**src/rtl/serializer_pkg.sv**
```systemverilog
// Shared types and constants for the serializer link transmitter.
// Setting SERIALIZER_PARITY_EN appends an even-parity bit to every frame.
package serializer_pkg;

  typedef enum logic {
    IDLE,
    SHIFT
  } ser_state_t;

`ifdef SERIALIZER_PARITY_EN
  localparam int PARITY_BITS = 1;
`else
  localparam int PARITY_BITS = 0;
`endif

  localparam int DEFAULT_DATA_WIDTH = 8;
  localparam int FRAME_BITS = DEFAULT_DATA_WIDTH + PARITY_BITS;

  // The caller zero-extends the word, so leading zeros leave the parity unchanged.
  function automatic logic even_parity(input logic [63:0] word);
    return ^word;
  endfunction

endpackage

```
**src/rtl/serializer.sv**
```systemverilog
// MSB-first parallel-to-serial transmitter with a per-bit valid/ready handshake.
// Setting SERIALIZER_PARITY_EN appends an even-parity bit after the LSB.
module serializer
  import serializer_pkg::*;
#(
  parameter int DATA_WIDTH = 8
) (
  input  logic                  clock_100k,
  input  logic                  reset,
  input  logic [DATA_WIDTH-1:0] data_in,
  input  logic                  load_in,
  input  logic                  ready_in,
  output logic                  serial_out,
  output logic                  write_out,
  output logic                  busy_out,
  output logic                  done_out
);

  localparam int FRAME_LEN = DATA_WIDTH + PARITY_BITS;
  localparam int CNT_W     = $clog2(DATA_WIDTH + 1) + 1;
  localparam logic [CNT_W-1:0] LAST_CNT = CNT_W'(FRAME_LEN - 1);

  ser_state_t           state, state_next;
  logic [FRAME_LEN-1:0] shreg, shreg_next;
  logic [CNT_W-1:0]     cnt, cnt_next;
  logic                 done, done_next;
  logic [FRAME_LEN-1:0] load_word;

`ifdef SERIALIZER_PARITY_EN
  logic [63:0] parity_src;
  assign parity_src = 64'(data_in);
  assign load_word  = {data_in, even_parity(parity_src)};
`else
  assign load_word  = data_in;
`endif

  always_ff @(posedge clock_100k) begin
    if (reset) begin
      state <= IDLE;
      shreg <= '0;
      cnt   <= '0;
      done  <= 1'b0;
    end else begin
      state <= state_next;
      shreg <= shreg_next;
      cnt   <= cnt_next;
      done  <= done_next;
    end
  end

  // Shifting in zeros leaves the register cleared once the last bit has gone out.
  always_comb begin
    state_next = state;
    shreg_next = shreg;
    cnt_next   = cnt;
    done_next  = 1'b0;
    case (state)
      IDLE: begin
        if (load_in) begin
          state_next = SHIFT;
          shreg_next = load_word;
          cnt_next   = '0;
        end
      end
      SHIFT: begin
        if (ready_in) begin
          shreg_next = shreg << 1;
          cnt_next   = cnt + CNT_W'(1);
          if (cnt == LAST_CNT) begin
            state_next = IDLE;
            done_next  = 1'b1;
          end
        end
      end
      default: state_next = IDLE;
    endcase
  end

  assign busy_out   = (state == SHIFT);
  assign write_out  = (state == SHIFT);
  assign serial_out = (state == SHIFT) && shreg[FRAME_LEN-1];
  assign done_out   = done;

endmodule

```
**config.mk**
```make
export PLATFORM = sky130hd
export DESIGN_NAME = serializer
export DESIGN_NICKNAME = d
export VERILOG_FILES = /design/src/rtl/serializer_pkg.sv /design/src/rtl/serializer.sv
export SDC_FILE = /design/constraint.sdc
export NUM_CORES = 1
export LEC_CHECK = 0
export CAP_MARGIN = 20
export CORE_MARGIN = 10
export CORE_UTILIZATION = 40
export CTS_CLUSTER_DIAMETER = 100
export DETAILED_ROUTE_END_ITERATION = 10
export PLACE_DENSITY = 0.67
export SETUP_SLACK_MARGIN = 0.15
export SYNTH_ARGS = -nofsm -noshare
export SYNTH_HDL_FRONTEND = slang
export SYNTH_SLANG_ARGS = --single-unit
```
**constraint.sdc**
```tcl
create_clock -name clock_100k -period 1.2 [get_ports clock_100k]
set_input_delay 0.24 -clock clock_100k [delete_from_list [all_inputs] [get_ports clock_100k]]
set_output_delay 0.24 -clock clock_100k [all_outputs]
set_load 0.01 [all_outputs]
```
Word level (Yosys, flattened, before mapping)
Index checks and enable logic that the tools add are counted.
Widths: inputs -> output; s select.
{"block": "totals", "elab_cells": 24, "ff_bits": 15}
{"block": "classes", "n_eq_ne": 3, "bitwise_logic": 2, "n_addsub": 1, "mux": 11, "n_reduce_logical": 3}
{"cell": "$mux 8", "n": 2}
{"cell": "$pmux 8 s2", "n": 1}
{"cell": "$mux 5", "n": 2}
{"cell": "$pmux 5 s2", "n": 1}
{"cell": "$add 5x1->5 const B", "n": 1}
{"cell": "$eq 5x3->1 const B", "n": 1}
{"cell": "$mux 1", "n": 4}
{"cell": "$ne 2x2->1 const B", "n": 2}
{"cell": "$reduce_or 3->1", "n": 1}
{"cell": "$not 1->1", "n": 2}
{"cell": "$pmux 1 s2", "n": 1}
{"cell": "$reduce_and 2->1", "n": 1}
{"cell": "$logic_and 1x1->1", "n": 1}

Depth between registers and ports, before layout
Gate-level depths: netlist of run 1.
{"block": "depth", "ltp_word": 4, "mapped_depth": 5}

Least setup slack after synthesis of run 1
Ideal clock, no wire load.
{"block": "synth_path", "kind": "register -> register", "start": "register state, in the netlist busy_out", "end": "register cnt[4]", "arrival_ns": 1.139, "path_slack_ns": -0.010, "required_ns": 1.129, "synth_period_minus_slack_ns": 1.210, "setup_time_ns": 0.071, "stages_incl_launch_ff": 5, "cell_sequence": "dfxtp_1 buf_6 nand4_4 or3_1 a21oi_1"}
{"block": "synth_via", "elab_chain_len": 3, "word_cells_on_any_way": 5, "cone_classes": "eq/ne: 2; mux: 1; bitwise: 1; reduce/logical: 1"}
{"element": "start: declaration", "line_no": "serializer.sv:23", "rtl": "ser_state_t state, state_next;"}
{"element": "start signal: assignment", "line_no": "serializer.sv:44", "rtl": "state <= state_next;"}
{"element": "$not 1->1"}
{"element": "$ne 2x2->1 (no source line)"}
{"element": "$reduce_and 2->1 (no source line)"}
{"element": "end signal: assignment", "line_no": "serializer.sv:46", "rtl": "cnt <= cnt_next;"}
{"element": "end: declaration", "line_no": "serializer.sv:25", "rtl": "logic [CNT_W-1:0] cnt, cnt_next;"}
Several ways; a longest one is shown, not always the timed one.
A chain may end at the register's enable or synchronous reset.

Final worst setup path of run 1
{"block": "layout_path", "start": "register state, in the netlist busy_out", "end": "register shreg[3]"}
{"block": "layout_via", "elab_chain_len": 3, "word_cells_on_any_way": 5, "cone_classes": "eq/ne: 2; mux: 1; bitwise: 1; reduce/logical: 1"}
{"element": "$not 1->1"}
{"element": "$ne 2x2->1 (no source line)"}
{"element": "$reduce_and 2->1 (no source line)"}
{"element": "end signal: assignment", "line_no": "serializer.sv:45", "rtl": "shreg <= shreg_next;"}
{"element": "end: declaration", "line_no": "serializer.sv:24", "rtl": "logic [FRAME_LEN-1:0] shreg, shreg_next;"}
Several ways; a longest one is shown, not always the timed one.

==> impl_metrics.yaml, run 1 <==
sta:
  rsz0062_at_grt: "yes"
  fin_crit_ns: 1.17
  slew_headroom_pct: 82.4
  fin_skew_ns: 0.00340
  report.final.hold_viol_count: 0
  fin_crit_sh_pct: 97.5
  fin_setup_tns_ns: 0
  setup_viol: 0
  fmax_ghz: 0.855
  slew_viol_final: 0
  tightest_slew_ns: 0.257
logic_synthesis:
  synth_fp_nets: 86
  syn_area_um2: 704
  synth-seq-area-share_pct: 42.6
  yosysWarnings: 0
  syn_avg_cell_area_um2: 9.65
  yosysTopAreaCellShare_pct: 42.6
  synth_common_cells: "dfxtp_1, nor2_1, a211oi_1, mux2i_1"
  synth_seq_cells: 15
  synth_area_leaders: "dfxtp_1, mux2i_1, a211oi_1"
  synth_async_sr_flop_share_pct: 0
  synth_edf_count: 0
  yosys.cell_types.count: 24
  synth_ff_type: "dfxtp_1"
  syn_inst: 73
  synth_top_cell_by_area: "dfxtp_1"
  post-synth-top-count-cell: "dfxtp_1"
clock_network:
  clockBufferDepth: 2
  cts_made_buffers: 3
  clkSlewWorstSetupHoldPaths_ns: 0.08
  root_buffer: "clkbuf_4"
  cts_tree: "built"
  holdBufCountCts: 0
  clkSinkCount: 15
  htreeDepth: 1
  clkLatencyLatePin_ns: 0.27
detailed_routing:
  viasPerCell: 5.39
  drc: 0
  dr.pass1.iters: 5
  drt_iter0_markers: 5
  vias: 647
  ant_nets: 0
  wl_mm: 1.76
  wl_per_cell_um: 14.7
layout:
  area_growth_pct: 58.3
  fillCellCount: 143
  nets: 117
  final_area_um2: 1110
  final_util_pct: 66.0
  multiInputGateArea_um2: 472
  seq_area_um2: 307
  drive_above_1_share_pct: 45.6
  antennaDiodeCount: 0
pwr:
  cellPowerDensity_nw_per_um2: 978
  p_leak_nw: 0.434
  peakVddDrop_mv: 0.672
place:
  gp_congestion: 0.838
  dp_hpwl_mm: 1.18
  place_area_um2: 943
  port_buffers: 15
worst_setup_path:
  worstPathArrival_ns: 1.33
  path_max_fanout: 7
  crit_path_start_kind: "register"
  crit_required_ns: 1.36
  end_kind: "register"
  critical_path_class: "reg2reg"
  r2r_setup_slack_ns: 0.03
run_status:
  status: "complete, no violations"
floorplan:
  ioPinCount: 16
  start_util_pct: 41.7
  core_area_um2: 1690
  core.rowCount: 15
  die_area_um2: 3840
  fp.dieW_um: 62.0
  die_y_um: 62.0
global_routing:
  antenna_found_initial: 0
  grt_max_degree: 9
  grt_pass1_wl_mm: 2.63
  first_global_vias: 643
  grt_usage_pct: 9.42
  gr-total-overflow: 0
job:
  maxCapViolations: 0
min_path:
  hold_class: "in2reg"
where the power goes:
group          switching [mW]  internal (mW)  leakage, nW
registers              0.0257          0.526        0.125
logic                   0.119          0.145        0.295
clock network           0.147          0.129       0.0150
total                   0.291          0.800        0.434
layout make-up:
| class | instances | share of cell area [%] |
|---|---|---|
| clock buffers | 4 | 2.36 |
| inverters | 3 | 1.01 |
| multi-input cells | 50 | 42.3 |
| flip-flops and latches | 15 | 27.5 |
| well taps | 17 | 1.91 |
| repair buffers | 31 | 24.9 |
per-stage QoR:
stage               std cells  worst slack (ns)  hold slack (ns)  power [mW]
floorplan                  73             0.111            0.305       0.674
global placement          110            -0.274            0.463       0.750
detailed placement        110            -0.303            0.457       0.757
CTS                       119            0.0298            0.470        1.08
global route              120          -0.00186            0.522        1.15
finish                    120            0.0305            0.475        1.09
final timing paths:
kind	from	end	cells past startpoint
max reg2reg	busy_out	shreg[3]	4
min reg2reg	shreg[0]	shreg[0]	2
min	load_in	shreg[0]	3
max	busy_out	shreg[3]	4
cells in the final DEF, fill, tap and decap left out, types with 2 or more instances in the layout:
cell type,n
mux2_4,2
nand3b_1,2
mux2i_1,8
nor2_4,5
nand2_1,3
nor2_1,2
inv_1,3
a21oi_1,2
buf_4,14
nor2_2,3
a31oi_1,2
a211oi_2,7
clkbuf_4,3
dfxtp_1,12
buf_6,3
a32oi_1,2
clkdlybuf4s50_1,9
dfxtp_2,2
clkdlybuf4s15_1,2
layer usage:
layer  global-route usage [%]  share of wire (%)  vias to the layer above
met2                     16.7                 51                       13
met5                        0                  0                        -
met3                     3.05                5.7                        2
li1                         -                  -                      333
met4                     5.73               0.68                        0
met1                     9.35                 43                      299
worst max-delay path, stage by stage, from the launching register on:
cell and delay, ns:
dfxtp_4 0.37, buf_8 0.13, mux2_4 0.37, nor2_2 0.13, a211oi_2 0.06
cells by family (layout without fill, tap and decap cells):
group,Yosys count,count (layout),share of synthesized area (%)
AND/OR/NAND/NOR,23,23,17.8
flip-flops,15,15,42.6
AO/OA/AOI/OAI,16,16,16.2
multiplexers,9,10,13.5
buffers and inverters,9,38,8.17
adder cells (fa/ha/maj),1,1,1.78
sequential cells by signal, summed over array words and instances, names as in the netlist:
| signal | flops |
|---|---|
| shreg | 8 |
| busy_out | 1 |
| done_out | 1 |
| cnt | 5 |
what timing repair did:
item	in CTS	in global routing
resized for setup	29	16
setup buffers	4	1
gates cloned	1	0
pin swaps	2	5
endpoints found under the setup margin	19	18
No activity file was read; power rests on OpenSTA's default activity.
==> run 2, diff against run 1 <==
- ABC_AREA: default -> 1
- PLACE_DENSITY: 0.67 -> 0.66
==> impl_metrics.yaml, run 2 <==
detailed_routing:
  drc: 0
  dr.pass1.iters: 4
  wl_per_cell_um: 12.2
  wl_mm: 2.05
  viasPerCell: 4.71
  vias: 792
  ant_nets: 0
  drt_iter0_markers: 19
sta:
  fin_crit_ns: 1.10
  fmax_ghz: 0.906
  fin_crit_sh_pct: 92.0
  report.final.hold_viol_count: 0
  setup_viol: 0
  fin_skew_ns: 0.00925
  holdWs_ns: 0.393
  rsz0062_at_grt: "yes"
  slew_headroom_pct: 79.1
  tightest_slew_ns: 0.312
  slew_viol_final: 0
  setup_ws_ns: 0.0963
layout:
  seq_area_um2: 312
  fillCellCount: 163
  area_growth_pct: 52.6
  multiInputGateArea_um2: 467
  top_regs: "shreg x8, cnt x5"
  final_area_um2: 1150
  nets: 157
  largest_reg_flops: 8
  antennaDiodeCount: 0
  final_cell_mix: "nand2_1, nor2_1, dfxtp_1"
  drive_above_1_share_pct: 30.8
  final_common_cell: "nand2_1"
  top_register: "shreg"
floorplan:
  core_area_um2: 1760
  ioPinCount: 16
  die_area_um2: 4020
  core.rowCount: 15
  fp.dieW_um: 63.4
  die_y_um: 63.4
  start_util_pct: 42.8
min_path:
  hold_depth: 5
  hold_class: "in2reg"
  min_from: "load_in"
pwr:
  peakVddDrop_mv: 0.808
  p_leak_nw: 0.521
  cellPowerDensity_nw_per_um2: 962
clock_network:
  clkSlewWorstSetupHoldPaths_ns: 0.09
  htreeDepth: 1
  holdBufCountCts: 0
  cts_made_buffers: 3
  clockBufferDepth: 2
  clkLatencyLatePin_ns: 0.29
  cts_tree: "built"
  clkSinkCount: 15
  root_buffer: "clkbuf_4"
worst_setup_path:
  worstPathArrival_ns: 0.86
  r2r_start: "busy_out"
  critical_path_class: "reg2out"
  end_kind: "output pin"
  crit_path_start_kind: "register"
  crit_required_ns: 0.96
  path_max_fanout: 4
  reg2reg_depth: 7
  critPathLaunch: "busy_out"
logic_synthesis:
  synthAdderAreaFrac_pct: 1.66
  synth_async_sr_flop_share_pct: 0
  post-synth-top-count-cell: "nand2_1"
  synth_common_cells: "nand2_1, nor2_1, dfxtp_1, inv_1, nand3_1"
  synth_ff_type: "dfxtp_1"
  synth_top_cell_by_area: "dfxtp_1"
  synth_xor_area_share_pct: 0
  synthMuxAreaShare_pct: 0
  syn_inst: 118
  synthSimpleGateAreaFrac_pct: 40.5
  synth_compound_area_share_pct: 7.96
  synth_edf_count: 0
  syn_area_um2: 754
  yosys.cell_types.count: 16
  syn_avg_cell_area_um2: 6.39
  synth_seq_cells: 15
  synth_area_leaders: "dfxtp_1, nand2_1, nor2_1"
  synth_fp_nets: 131
  synth-seq-area-share_pct: 39.8
  synth_top_family_by_area: "simple AND/OR/NAND/NOR gates"
  yosysWarnings: 0
  yosysTopAreaCellShare_pct: 39.8
global_routing:
  grt_pass1_wl_mm: 3.35
  antenna_found_initial: 0
  gr-total-overflow: 0
  first_global_vias: 726
  grt_max_degree: 14
  grt_usage_pct: 10.0
place:
  post-place-ws_ns: -0.136
  port_buffers: 15
  dp_hpwl_mm: 1.33
  gp_congestion: 0.798
  place_area_um2: 966
job:
  maxCapViolations: 0
run_status:
  status: "complete, no violations"
## run 2: repair_timing
action / 4_1_cts / 5_1_grt
pin swaps: 4 / 12
gates cloned: 0 / 1
setup endpoints to repair: 19 / 18
buffers inserted: 2 / 0
gates resized for setup: 30 / 32
## run 2: power breakdown
group          switching (mW)  leakage, nW  internal (mW)
logic                   0.137        0.381          0.132
registers              0.0187        0.125          0.524
clock network           0.167       0.0150          0.129
## run 2: routing by layer
| layer | GRT usage (%) | up-vias | routed length, um |
|---|---|---|---|
| met1 | 11.6 | 358 | 885 |
| met3 | 3.89 | 2 | 92 |
| met4 | 1.64 | 0 | 12 |
| met2 | 17.2 | 15 | 1060 |
| li1 | - | 417 | - |
| met5 | 0 | - | 0 |
## run 2: critical path: stages (launching register included)
cell and delay (ns):
dfxtp_4 0.37, nand2_2 0.06, inv_2 0.03, buf_6 0.11
## run 2: per-stage QoR
stage          util, %  total power [mW]  setup TNS, ns  instances
2_1_floorplan        -             0.675              0        118
3_3_place_gp      54.8             0.764          -1.61        161
3_5_place_dp      54.8             0.768          -1.75        161
4_1_cts           58.7              1.09              0        167
5_1_grt           65.2              1.16              0        168
6_report          65.2              1.11              0        168
## run 2: layout make-up
| cell class | count | share of cell area (%) |
|---|---|---|
| flip-flops and latches | 15 | 27.1 |
| repair inverters | 1 | 0.652 |
| repair buffers | 24 | 21.2 |
| clock buffers | 4 | 2.28 |
| inverters | 14 | 5.54 |
| well taps | 25 | 2.72 |
| multi-input cells | 85 | 40.5 |
## run 2: cells by family (layout without fill, tap and decap cells)
group                    after synthesis  after routing
adder cells (fa/ha/maj)                1              1
flip-flops                            15             15
AO/OA/AOI/OAI                         12             12
AND/OR/NAND/NOR                       72             72
buffers and inverters                 18             43
## run 2: final timing paths
| check | end | slack (ns) |
|---|---|---|
| setup / recovery | serial_out | 0.1 |
| hold / removal | busy_out | 0.39 |
| setup reg to reg | shreg[2] | 0.14 |
| hold reg to reg | cnt[0] | 0.48 |
==> patch (settings of run 2) <==
The option `SERIALIZER_PARITY_EN` is turned on by a define.
--- a/src/rtl/serializer_pkg.sv
+++ b/src/rtl/serializer_pkg.sv
@@ -2,2 +2,4 @@
 // Setting SERIALIZER_PARITY_EN appends an even-parity bit to every frame.
+`define SERIALIZER_PARITY_EN
+
 package serializer_pkg;
Function: changed (Yosys sat finds a counterexample within 10 cycles, from zero or initial values and one cycle with reset high).
==> patch against run 2 <==
Total power up 8.5%; sequential cell count is 1 higher; clock skew barely moved; worst setup slack lost 0.062 ns; wire length grew 15%; via count increased by 17%; synthesized area grew 16%; register-to-register slack lost 0.09 ns; count of clock-buffer cells in the layout stayed put; design area increased by 12%.
==> patch: results (changes against run 2) <==
[power_and_ir_drop]
p_switching_mw=0.367  ; was 0.322 mW
p_total_mw=1.20  ; was 1.11 mW
cellLeakagePower_nw=0.653  ; was 0.521 nW
pg_comb_mw=0.301  ; was 0.269 mW
power.ir.vdd_worst_mv=0.549  ; was 0.808 mV
seq-power_mw=0.590  ; was 0.543 mW

[final_layout]
multiInputGateArea_um2=528  ; was 467 um2
largest_registers=shreg (9), cnt (5)  ; was shreg (8), cnt (5)
design.final.nets=181  ; was 157
drive_above_1_share_pct=28.3  ; was 30.8%
fillers=187  ; was 163

[place]
place_area_um2=1130  ; was 966 um2
post-place-ws_ns=-0.209  ; was -0.136 ns
numPlacedInstances=186  ; was 161

[critical_path]
rrSetupSlack_ns=0.05  ; was 0.14 ns
worst_ep_arrival_time_ns=0.93  ; was 0.86 ns

[outcome]
status=complete, no violations  ; unchanged

[worst_hold_path]
holdCritStartpoint=data_in[2]  ; was load_in
holdPathStages=3  ; was 5

[synth]
synthDistinctLibCells=21  ; was 16
synth.area.top_cells=sky130_fd_sc_hd__dfxtp_1 37%, sky130_fd_sc_hd__nand2_1 24%, sky130_fd_sc_hd__inv_1 6.8%  ; was sky130_fd_sc_hd__dfxtp_1 40%, sky130_fd_sc_hd__nand2_1 14%, sky130_fd_sc_hd__nor2_1 13%
ys_seq_area_share_pct=36.5  ; was 39.8%
synth.avg_cell_area_um2=6.45  ; was 6.39 um2

[routing]
via_count=930  ; was 792
detail_route.wirelength_um=2350  ; was 2050 um

[timing]
finalClockSkew_ns=0.00903  ; was 0.00925 ns
worst_slew_pin_slew_ns=0.354  ; was 0.312 ns

[grt]
first_global_vias=854  ; was 726
first_pass_grt_wire_length_um=3730  ; was 3350 um
groute.usage.overall_pct=10.5  ; was 10.0%

## patch: cell count changes after synthesis, sizes merged, moves of 3 or more
cell    change
nand2      +25
nor2       -20
a211oi      +3
inv         +6
a31oi       +8
nand3       -9
## patch: per-layer routing
| metal | wire (um) | track usage (%) | vias to the layer above |
|---|---|---|---|
| li1 | - | - | 499 |
| met5 | 0 | 0 | - |
| met2 | 1100 | 16.5 | 23 |
| met4 | 29 | 3.93 | 0 |
| met3 | 120 | 3.01 | 4 |
| met1 | 1100 | 13.0 | 404 |
## patch: final cells by class
type,count,share of cell area (%)
clock buffer,4,2.05
sequential,16,25.6
inverter,20,6.63
multi-input combinational,97,41.1
timing repair buffer,29,21.9
tap,27,2.63
## patch: worst max-delay path, stage by stage (launching register included)
cell	delay, ns
sky130_fd_sc_hd__dfxtp_4	0.38
sky130_fd_sc_hd__buf_4	0.14
sky130_fd_sc_hd__buf_6	0.11
## patch: how the worst max path moves through the flow
stage | slack, ns | end
after floorplan | 0.14 | shreg[3]$_SDFFE_PP0P_
after global placement | -0.18 | shreg[6]$_SDFFE_PP0P_
after detailed placement | -0.21 | shreg[0]$_SDFFE_PP0P_
after CTS | 0.05 | shreg[1]$_SDFFE_PP0P_
after global routing | -0.02 | shreg[1]$_SDFFE_PP0P_
final | 0.03 | write_out
## patch: kinds of logic after synthesis
family	count (synthesis)	synth area share, %
simple gates	68	31.4
compound gates	27	17.4
buf+inv	23	11.8
flops	16	36.5
fa+ha+maj	2	2.85
## patch: timing repair
action | 4_1_cts | 5_1_grt
pin swaps | 5 | 3
resized for setup | 27 | 35
endpoints found under the setup margin | 19 | 18
hold buffers | 0 | 0
setup buffers | 2 | 1
